==> config.mk <==
export PLATFORM = sky130hd
export DESIGN_NAME = matvec_seq_ctrl
export DESIGN_NICKNAME = d
export VERILOG_FILES = /design/src/rtl/matvec_pkg.sv /design/src/rtl/matvec_ctrl_dly.sv /design/src/rtl/matvec_seq_ctrl.sv
export SDC_FILE = /design/constraint.sdc
export NUM_CORES = 1
export LEC_CHECK = 0
export CAP_MARGIN = 20
export CORE_MARGIN = 5
export CORE_UTILIZATION = 45
export DETAILED_ROUTE_END_ITERATION = 7
export PLACE_DENSITY = 0.68
export SLEW_MARGIN = 20
export SYNTH_ARGS = -nofsm -noshare
export SYNTH_HDL_FRONTEND = slang
export SYNTH_SLANG_ARGS = --single-unit
==> constraint.sdc <==
create_clock -name clk -period 2.5 [get_ports clk]
set_clock_uncertainty 0.05 [all_clocks]
set_input_delay 0.5 -clock clk [delete_from_list [all_inputs] [get_ports clk]]
set_output_delay 0.5 -clock clk [all_outputs]
set_load 0.01 [all_outputs]
==> src/rtl/matvec_pkg.sv <==
`default_nettype none
// ============================================================================
// Module : matvec_pkg
// Brief  : Shared FSM state type, default geometry and width helper for the
//          matrix-vector sequencer.
// Rev    : 1.0 - initial release
// ============================================================================
package matvec_pkg;

  typedef enum logic [1:0] {
    LOAD_W = 2'd0,
    LOAD_X = 2'd1,
    CALC   = 2'd2,
    OUT    = 2'd3
  } state_t;

  localparam int unsigned C_DEF_M      = 3;
  localparam int unsigned C_DEF_N      = 3;
  localparam int unsigned C_DEF_RD_LAT = 1;

  // Width able to hold 0..v-1; never less than one bit.
  function automatic int unsigned clog2_min1(input int unsigned v);
    return (v <= 1) ? 1 : $clog2(v);
  endfunction

endpackage
`default_nettype wire

==> src/rtl/matvec_ctrl_dly.sv <==
`default_nettype none
// ============================================================================
// Module : matvec_ctrl_dly
// Brief  : DEPTH-stage shift register aligning {en, clr} with RAM read data.
// Rev    : 1.0 - initial release
// ============================================================================
module matvec_ctrl_dly #(
  parameter int unsigned DEPTH = 1
) (
  input  logic clk,
  input  logic rst_n,
  input  logic en_in,
  input  logic clr_in,
  output logic en_out,
  output logic clr_out
);

  logic [DEPTH-1:0] r_en_sr;
  logic [DEPTH-1:0] r_clr_sr;

  generate
    if (DEPTH == 1) begin : g_single
      always_ff @(posedge clk or negedge rst_n) begin
        if (!rst_n) begin
          r_en_sr  <= '0;
          r_clr_sr <= '0;
        end else begin
          r_en_sr  <= en_in;
          r_clr_sr <= clr_in;
        end
      end
    end else begin : g_chain
      always_ff @(posedge clk or negedge rst_n) begin
        if (!rst_n) begin
          r_en_sr  <= '0;
          r_clr_sr <= '0;
        end else begin
          r_en_sr  <= {r_en_sr[DEPTH-2:0], en_in};
          r_clr_sr <= {r_clr_sr[DEPTH-2:0], clr_in};
        end
      end
    end
  endgenerate

  assign en_out  = r_en_sr[DEPTH-1];
  assign clr_out = r_clr_sr[DEPTH-1];

endmodule
`default_nettype wire

==> src/rtl/matvec_seq_ctrl.sv <==
`default_nettype none
// ============================================================================
// Module : matvec_seq_ctrl
// Brief  : Load/compute/output sequencer for an MxN matrix-vector datapath.
// Rev    : 1.0 - initial release
// ============================================================================
module matvec_seq_ctrl
  import matvec_pkg::*;
#(
  parameter int unsigned M      = C_DEF_M,
  parameter int unsigned N      = C_DEF_N,
  parameter int unsigned AW_W   = 6,
  parameter int unsigned AW_X   = 3,
  parameter int unsigned RD_LAT = C_DEF_RD_LAT
) (
  input  logic            clk,
  input  logic            rst_n,
  input  logic            input_valid,
  output logic            input_ready,
  input  logic            new_matrix,
  output logic            output_valid,
  input  logic            output_ready,
  output logic [AW_W-1:0] addr_w,
  output logic            wr_en_w,
  output logic [AW_X-1:0] addr_x,
  output logic            wr_en_x,
  output logic            en_acc,
  output logic            clear_acc
);

  localparam int unsigned C_WC_W = clog2_min1(M * N);
  localparam int unsigned C_XC_W = clog2_min1(N);
  localparam int unsigned C_R_W  = clog2_min1(M);
  localparam int unsigned C_WT_W = clog2_min1(RD_LAT);

  localparam logic [C_WC_W-1:0] C_W_LAST  = C_WC_W'(M * N - 1);
  localparam logic [C_WC_W-1:0] C_W_ONE   = C_WC_W'(1);
  localparam logic [C_XC_W-1:0] C_X_LAST  = C_XC_W'(N - 1);
  localparam logic [C_XC_W-1:0] C_X_ONE   = C_XC_W'(1);
  localparam logic [C_R_W-1:0]  C_R_LAST  = C_R_W'(M - 1);
  localparam logic [C_R_W-1:0]  C_R_ONE   = C_R_W'(1);
  localparam logic [C_WT_W-1:0] C_WT_LAST = C_WT_W'(RD_LAT - 1);
  localparam logic [C_WT_W-1:0] C_WT_ONE  = C_WT_W'(1);

  state_t              r_state;
  state_t              w_state_nxt;
  logic [C_WC_W-1:0]   r_w_cnt;
  logic [C_XC_W-1:0]   r_x_cnt;
  logic [C_WC_W-1:0]   r_w_idx;
  logic [C_XC_W-1:0]   r_c;
  logic [C_R_W-1:0]    r_row;
  logic [C_WT_W-1:0]   r_wait;
  logic                r_issued;
  logic                r_out_valid;
  logic                r_rst_done;

  logic w_in_xfer;
  logic w_out_xfer;
  logic w_nm_hit;
  logic w_issue;

  assign input_ready  = r_rst_done & ((r_state == LOAD_W) | (r_state == LOAD_X));
  assign w_in_xfer    = input_valid & input_ready;
  assign w_out_xfer   = r_out_valid & output_ready;
  assign w_nm_hit     = (r_state == LOAD_X) & (r_x_cnt == '0) & new_matrix;
  assign w_issue      = (r_state == CALC) & ~r_issued;
  assign output_valid = r_out_valid;

  always_comb begin
    w_state_nxt = r_state;
    wr_en_w     = 1'b0;
    wr_en_x     = 1'b0;
    addr_w      = '0;
    addr_x      = '0;
    case (r_state)
      LOAD_W: begin
        addr_w  = AW_W'(r_w_cnt);
        wr_en_w = w_in_xfer;
        if (w_in_xfer && (r_w_cnt == C_W_LAST)) w_state_nxt = LOAD_X;
      end
      LOAD_X: begin
        if (w_nm_hit) begin
          // First beat of a new matrix lands as weight 0.
          wr_en_w = w_in_xfer;
          if (w_in_xfer) w_state_nxt = LOAD_W;
        end else begin
          addr_x  = AW_X'(r_x_cnt);
          wr_en_x = w_in_xfer;
          if (w_in_xfer && (r_x_cnt == C_X_LAST)) w_state_nxt = CALC;
        end
      end
      CALC: begin
        addr_w = AW_W'(r_w_idx);
        addr_x = AW_X'(r_c);
        if (r_issued && (r_wait == C_WT_LAST)) w_state_nxt = OUT;
      end
      OUT: begin
        addr_w = AW_W'(r_w_idx);
        addr_x = AW_X'(r_c);
        if (w_out_xfer) w_state_nxt = (r_row == C_R_LAST) ? LOAD_X : CALC;
      end
      default: w_state_nxt = LOAD_W;
    endcase
  end

  always_ff @(posedge clk or negedge rst_n) begin
    if (!rst_n) begin
      r_state     <= LOAD_W;
      r_rst_done  <= 1'b0;
      r_w_cnt     <= '0;
      r_x_cnt     <= '0;
      r_w_idx     <= '0;
      r_c         <= '0;
      r_row       <= '0;
      r_wait      <= '0;
      r_issued    <= 1'b0;
      r_out_valid <= 1'b0;
    end else begin
      r_rst_done <= 1'b1;
      r_state    <= w_state_nxt;
      case (r_state)
        LOAD_W: begin
          if (w_in_xfer) r_w_cnt <= (r_w_cnt == C_W_LAST) ? '0 : r_w_cnt + C_W_ONE;
        end
        LOAD_X: begin
          if (w_in_xfer) begin
            if (w_nm_hit) begin
              r_w_cnt <= C_W_ONE;
            end else if (r_x_cnt == C_X_LAST) begin
              r_x_cnt  <= '0;
              r_row    <= '0;
              r_c      <= '0;
              r_w_idx  <= '0;
              r_issued <= 1'b0;
              r_wait   <= '0;
            end else begin
              r_x_cnt <= r_x_cnt + C_X_ONE;
            end
          end
        end
        CALC: begin
          // Issue phase walks the row; then drain the read pipeline.
          if (!r_issued) begin
            if (r_c == C_X_LAST) begin
              r_issued <= 1'b1;
            end else begin
              r_c     <= r_c + C_X_ONE;
              r_w_idx <= r_w_idx + C_W_ONE;
            end
          end else if (r_wait == C_WT_LAST) begin
            r_wait      <= '0;
            r_out_valid <= 1'b1;
          end else begin
            r_wait <= r_wait + C_WT_ONE;
          end
        end
        OUT: begin
          if (w_out_xfer) begin
            r_out_valid <= 1'b0;
            r_c         <= '0;
            r_issued    <= 1'b0;
            if (r_row == C_R_LAST) begin
              r_row   <= '0;
              r_w_idx <= '0;
            end else begin
              r_row   <= r_row + C_R_ONE;
              r_w_idx <= r_w_idx + C_W_ONE;
            end
          end
        end
        default: ;
      endcase
    end
  end

  matvec_ctrl_dly #(
    .DEPTH (RD_LAT)
  ) u_dly (
    .clk     (clk),
    .rst_n   (rst_n),
    .en_in   (w_issue),
    .clr_in  (w_issue & (r_c == '0)),
    .en_out  (en_acc),
    .clr_out (clear_acc)
  );

endmodule
`default_nettype wire

==> impl.org, run 1 <==
** Status
- Outcome :: finished clean

** Global route
- The initial antenna violation count is 0.
- Entering global routing, the biggest net connects 22 pins.
- Summed over all layers, the global routing overflow is 0.
- Vias in the first global route :: 1033
- First-pass GRT wire length :: 4478 um
- Total global-route track usage :: 14.08%

** Worst setup path
- Required arrival time at the worst endpoint :: 1950 ps
- The worst register-to-register path begins at r_state[0]$_DFFE_PN0P_.
- Critical path cell sequence :: clkdlybuf4s50_1 -> or3b_4 -> a21o_4 -> inv_2 -> dlygate4sd2_1
- In this run the worst path has a maximum fanout of 2.
- The slowest stage of the critical path is the clkdlybuf4s50_1 cell.
- Crit. Startpoint :: new_matrix
- Counting both buffers and inverters, the worst setup path holds a total of 3.
- Data arrives at the worst endpoint at 1890 ps.
- Sort of element at the start of the critical path :: input port
- Among cell families on the critical path, the largest total delay comes from buffers and inverters.
- The worst setup path is of the in2out kind.
- For this run, the slowest stage of the critical path takes 480 ps.
- Counting buffers and inverters, the worst setup path is 5 cells deep.
- STA classifies the critical path endpoint as a primary output.
- For the worst flop-to-flop path, the logic depth is 5.

** Timing
- The routed design could run at a clock period as short as 2440 ps.
- Slew Limit Fails :: 0
- Timing would allow up to 409.8 MHz.
- Final Hold Vio Count :: 0
- Post-route fraction of the period consumed by the critical path :: 97.60%
- Count of endpoints failing setup in the final report :: 0
- Setup repair after global routing left no endpoint under its margin.

** Clocking
- Setup fix buffers added after clock tree synthesis :: 0
- Number of buffers inserted for hold repair after clock tree synthesis :: 0
- Total clock sinks :: 21
- The tree is rooted in a clkbuf_4.
- Clock tree synthesis inserted a total of 3 buffers.
- H-tree level count :: 1
- No sink is reached through more buffers than the 2 on the longest clock path.
- Clock latency at the later pin of the worst-skew pair :: 300 ps
- Clock-pin slew of the registers on the worst-case setup and hold paths :: 120 ps
- CTS tree :: done

** Layout
- Most common cell after layout, fill and taps aside :: dfrtp_1
- Proportion of layout cells with a drive suffix above 1 :: 14.65%
- The sequential cells in the finished layout cover a total of 528.0 um2.
- Number of fillers in the final layout :: 248
- Final standard cell count with taps included and fillers excluded :: 188
- 0 antenna diodes ended up in the layout.
- Post-layout util :: 55.43%
- In the final design database the tool counted 168 nets.
- In the layout the commonest cells are dfrtp_1, clkdlybuf4s50_1, nor2_1.
- Post-route standard cell area excluding fillers :: 1489 um2
- The multi-input combinational cells in the finished layout cover a total of 633.1 um2.
- Relative to the synthesized area, the layout overhead comes to 20.81%.

** Die
- The initial utilization of the core area, before any placement, comes to 45.88%.
- Top-Level Pins :: 20
- The die covers 3885 um2.
- Placeable Area :: 2686 um2
- In this run the horizontal extent of the chip is 62.33 um.
- From bottom edge to top edge, the die measures 62.33 um.
- Number of rows in the core area :: 19

** Yosys
- Seq/Total Area, Yosys :: 42.64%
- Synthesis produced 134 cells.
- Post-synth EDFFs :: 0
- In this run the biggest area consumer among cell types represents 42.64% of the synthesized area.
- After synthesis, the cell types taking the most area are dfrtp_1, ha_1, o21ai_0.
- Synthesized-area fraction occupied by and/or/nand/nor cells :: 21.93%
- After synthesis, the share of flip-flops with an asynchronous set or reset is 100.0%.
- The portion of synthesized area spent on multiplexers is 1.726%.
- Of the total synthesized cell area, the portion taken by full adders, half adders and majority gates is 5.076%.
- Combinational family with the most area after synthesis :: simple AND/OR/NAND/NOR gates
- The synthesized netlist devotes 0% of its cell area to XOR and XNOR gates.
- dfrtp_1 takes more of the synthesized area than any other cell.
- Prevailing post-synth register cell :: dfrtp_1
- The mapped netlist covers 1232 um2.
- Summing the areas of all compound-gate instances in the mapped netlist gives 21.42% of the synthesized area.
- Number of synthesized register bits :: 21
- Distinct cells, synth :: 42
- Syn_area_per_cell :: 9.197 um2
- For this run, the number of Yosys warnings is 0.

** Power and ir drop
- Total leakage power :: 0.6835 nW
- Max VDD drop :: 0.0004758 V
- In this run the power density over the cells is 843.2 nW/um2.

** Detailed routing
- Average vias per placed instance :: 5.590
- For this block, the initial DRC count from the detailed router was 27.
- Final Routed Wirelength :: 2595 um
- In this run the remaining antenna-violating nets after routing total 0.
- Number of vias after detailed routing :: 1051
- Count of TritonRoute iterations in the first routing pass :: 4
- Dividing the detail-routed wire length by the instance count gives 13.80 um.
- Count of unresolved DRC violations after routing :: 0

** Placed design
- Once detailed placement completed, the half-perimeter wirelength came to 1927 um.
- Number of placed instances with taps included :: 184
- After detailed placement, the total cell area comes to 1463 um2.
- At the end of routability-driven placement, the weighted congestion stood at 0.8605.
- PortBufs :: 16

** Min path
- The tightest min-delay check is of the in2async type.

** Job
- Max-cap violations in this run came to 0.
final timing paths:
| path | slack (ps) | end |
|---|---|---|
| max | 60 | wr_en_w |
| min | 470 | u_dly.clr_out$_DFF_PN0_ |
| max reg2reg | 510 | r_c[0]$_DFFE_PN0P_ |
| min reg2reg | 490 | r_w_idx[3]$_DFFE_PN0P_ |
| max in group asynchronous | 1700 | r_state[0]$_DFFE_PN0P_ |
| min in group clk | 490 | r_w_idx[3]$_DFFE_PN0P_ |
what timing repair did:
item                       4_1_cts  5_1_grt
resized for setup                2        2
hold endpoints to repair         0        0
pin swaps                        0        0
setup endpoints to repair        2        6
cells in the mapped netlist (2+ instances only):
library cell,count
a22o_1,4
nand2b_1,2
nand3_1,7
nand4_1,2
nor2_1,12
buf_2,2
clkbuf_1,3
o21ai_1,3
ha_1,5
nand2_1,10
nor2b_1,3
a21oi_1,6
nor3_1,2
conb_1,2
buf_4,4
o31ai_1,3
inv_1,7
dfrtp_1,21
nand3b_1,2
o2bb2ai_1,2
o21ai_0,10
a21o_1,2
power breakdown:
group / switching [mW] / internal, mW / total [mW] / leakage (nW)
registers: 0.0972 / 0.412 / 0.509 / 0.271
logic: 0.288 / 0.293 / 0.582 / 0.398
clock network: 0.102 / 0.0622 / 0.164 / 0.0150
total: 0.488 / 0.768 / 1.26 / 0.683
state kept, by name, summed over array words and instances, names as in the netlist:
signal and cells:
output_valid 1, r_c 2, r_issued 1, r_row 2, r_rst_done 1, r_state 2, r_w_cnt 4, r_w_idx 4
r_x_cnt 2, u_dly.clr_out 1, u_dly.en_out 1
layer usage:
layer / routed length [um] / global-route usage [%] / share of wire, %
met1: 1111 / 15.57 / 43
met2: 1362 / 24.35 / 52
met3: 83 / 3.423 / 3.2
met4: 38 / 7.958 / 1.5
met5: 0 / 0 / 0
logic make-up after synthesis:
family          Yosys count
compound gates           37
fa+ha+maj                 5
buf+inv                  17
flops                    21
mux                       2
other cells               2
simple gates             50
cell type report:
cell class | instances | share of cell area (%)
Sequential cell | 21 | 35.46
Timing Repair Buffer | 26 | 15.63
Inverter | 8 | 2.017
Tap cell | 31 | 2.605
Multi-Input combinational cell | 98 | 42.52
Clock buffer | 4 | 1.765
through the flow:
stage	setup TNS, ps	hold slack, ps	total power, mW	setup slack (ps)
2_1_floorplan	0	154.4	0.8674	767.5
3_3_place_gp	-196.7	451.4	1.074	-193.0
3_5_place_dp	-245.9	458.7	1.098	-210.8
4_1_cts	0	466.2	1.266	52.08
5_1_grt	0	487.7	1.351	7.970
6_report	0	469.7	1.255	60.05
Power figures use the tool's default switching activity.
==> run 2: changes to the inputs <==
- PLACE_DENSITY: 0.68 -> 0.76
==> impl.org, run 2 (synthesized netlist as in run 1, its figures left out) <==
** Layout
- # diodes :: 0
- The area growth from synthesis to layout is 26.29%.
- Commonest cells after routing, fill and taps aside :: dfrtp_1, buf_4, clkdlybuf4s50_1
- The largest registers in the layout are r_w_cnt x4, r_w_idx x4.
- The net count of the finished layout is 177.
- Cells with a size suffix above 1 make up 19.28% of the layout.
- The finished layout holds 197 standard cells, fillers aside.

** Detailed routing
- The detailed router finished its first iteration with 12 violations.
- Count of TritonRoute iterations in the first routing pass :: 4
- Wire segments on met3 add up to 107 um in the final route.
- The routed layout has 1078 vias.
- DRT antenna net count :: 0
- The final layout contains routed wiring with a total length of 2645 um.
- Post-Route M1 WL :: 1143 um
- Wire length per cell after detailed routing :: 13.43 um
- In the detailed route, the total length drawn on met2 is 1350 um.
- After detailed routing, the number of vias per cell comes to 5.472.
- In the routed design, unresolved DRC markers number 0.
- Highest metal used :: met4

** Power and ir drop
- Total power :: 1.329 mW
- Power density normalized to cell area :: 854.1 nW/um2
- For this design the static power due to leakage is 0.7316 nW.
- Max VDD drop :: 0.0005782 V

** Timing
- Slew Limit Fails :: 0
- Setup repair after global routing left no endpoint under its margin.
- Subtracting the final worst setup slack from the clock period gives 2435 ps.
- Fmax achieved :: 410.7 MHz
- Final Hold Vio Count :: 0
- Post-route fraction of the period consumed by the critical path :: 97.40%
- Count of endpoints failing setup in the final report :: 0

** Die
- Initial Util :: 45.88%
- Die Y-Extent :: 62.33 um
- Die Footprint :: 3885 um2
- The die is 62.33 um wide.
- In this run the core area contains 19 standard-cell rows.
- Top-Level Pins :: 20
- The region available for standard cell placement spans 2686 um2.

** Placed design
- PortBufs :: 16
- RD Place Congestion :: 0.8280
- After legalization and detailed placement, the total HPWL measured 1953 um.
- Number of placed instances with taps included :: 186

** Clocking
- H-tree level count :: 1
- Buffers inserted to repair hold after CTS numbered 0.
- CTS tree :: done
- No sink is reached through more buffers than the 2 on the longest clock path.
- Total clock sinks :: 21
- Clock-pin slew was measured on the worst setup and hold paths at 110 ps.
- The later pin in the worst-skew pair is clocked with a latency of 310 ps.
- TritonCTS created 3 clock buffers.
- Clock root buffer master :: clkbuf_4

** Job
- Across the run, the number of max-cap violations was 0.

** Worst setup path
- Sort of element at the start of the critical path :: input port
- Classification of the worst setup path :: in2out
- On the critical path the largest part of the delay comes from buffers and inverters.
- Critical path cell sequence :: clkdlybuf4s50_1 -> or3b_4 -> a21o_4 -> inv_2 -> dlygate4sd2_1
- Data arrival time at the worst-slack endpoint :: 1880 ps
- CP max-delay cell :: clkdlybuf4s50_1
- Required arrival time at the worst endpoint :: 1950 ps
- Crit Reg-Reg Startpoint :: r_state[1]$_DFFE_PN0P_
- STA classifies the critical path endpoint as a primary output.
- For this run, the slowest stage of the critical path takes 470 ps.
- Tracing the worst setup path back leads to its startpoint at new_matrix.
- Of all nets on the critical path, the largest fanout is 2.
- The number of buffers and inverters on the critical path is 3.

** Global route
- Entering global routing, the biggest net connects 22 pins.
- First-pass GRT wire length :: 4581 um
- Total global-route track usage :: 14.00%
- The initial antenna violation count is 0.
- Remaining global-route overflow :: 0
- The via count of the first global-routing pass came to 1042.

** Min path
- Class of the tightest hold or removal check :: in2async

** Status
- Outcome :: finished clean
-- run 2: changes by cell type in the layout (fill, tap and decap cells not counted), sizes merged --
cell,previous run,this run
buf,10,19
-- run 2: worst register-to-register path: stages (launching register included) --
cell and delay [ps]:
dfrtp_2 450, buf_4 160, buf_4 130, nand4b_2 200, buf_4 180, nor2_1 160
or2_1 190, mux2_1 340
-- run 2: report_power, final --
| part | internal (mW) | switching, mW |
|---|---|---|
| combinational | 0.355 | 0.310 |
| clock | 0.0623 | 0.104 |
| sequential | 0.412 | 0.0868 |
-- run 2: metrics by stage --
step                cell area (um2)  setup slack [ps]  hold WS (ps)  util [%]  TNS (ps)
global placement               1478            -194.7         452.0     55.01    -200.3
global route                   1556             7.686         488.1     57.94         0
finish                         1556             65.11         472.4     57.94         0
floorplan                      1240             767.5         154.4         -         0
detailed placement             1478            -213.3         449.5     55.01    -232.8
CTS                            1501             48.43         479.6     55.89         0
-- run 2: final cells by class --
class	instances	area, um2
clock buffer	4	26.28
fill	238	1130
inverter	8	30.03
multi-input combinational	98	633.1
sequential	21	528.0
tap	31	38.79
timing repair buffer	35	300.3
-- run 2: per-layer routing --
| layer | GRT usage (%) | vias to the layer above |
|---|---|---|
| met5 | 0 | - |
| met4 | 4.775 | 0 |
| met3 | 2.342 | 6 |
| met2 | 24.74 | 23 |
| met1 | 17.03 | 518 |
| li1 | - | 531 |
-- run 2: worst paths after layout --
path	to	depth (start not counted)	slack, ps
setup / recovery	wr_en_w	5	70
hold / removal	r_c[0]$_DFFE_PN0P_	2	470
setup reg to reg	r_c[0]$_DFFE_PN0P_	7	530
hold reg to reg	r_w_idx[3]$_DFFE_PN0P_	1	470
max in group asynchronous	r_state[0]$_DFFE_PN0P_	2	1700
min in group clk	r_w_idx[3]$_DFFE_PN0P_	1	470
-- run 2: timing repair --
item / in CTS / in global routing
buffers inserted: 0 / 7
hold endpoints to repair: 0 / 0
endpoints found under the setup margin: 2 / 4
gates resized for setup: 2 / 2
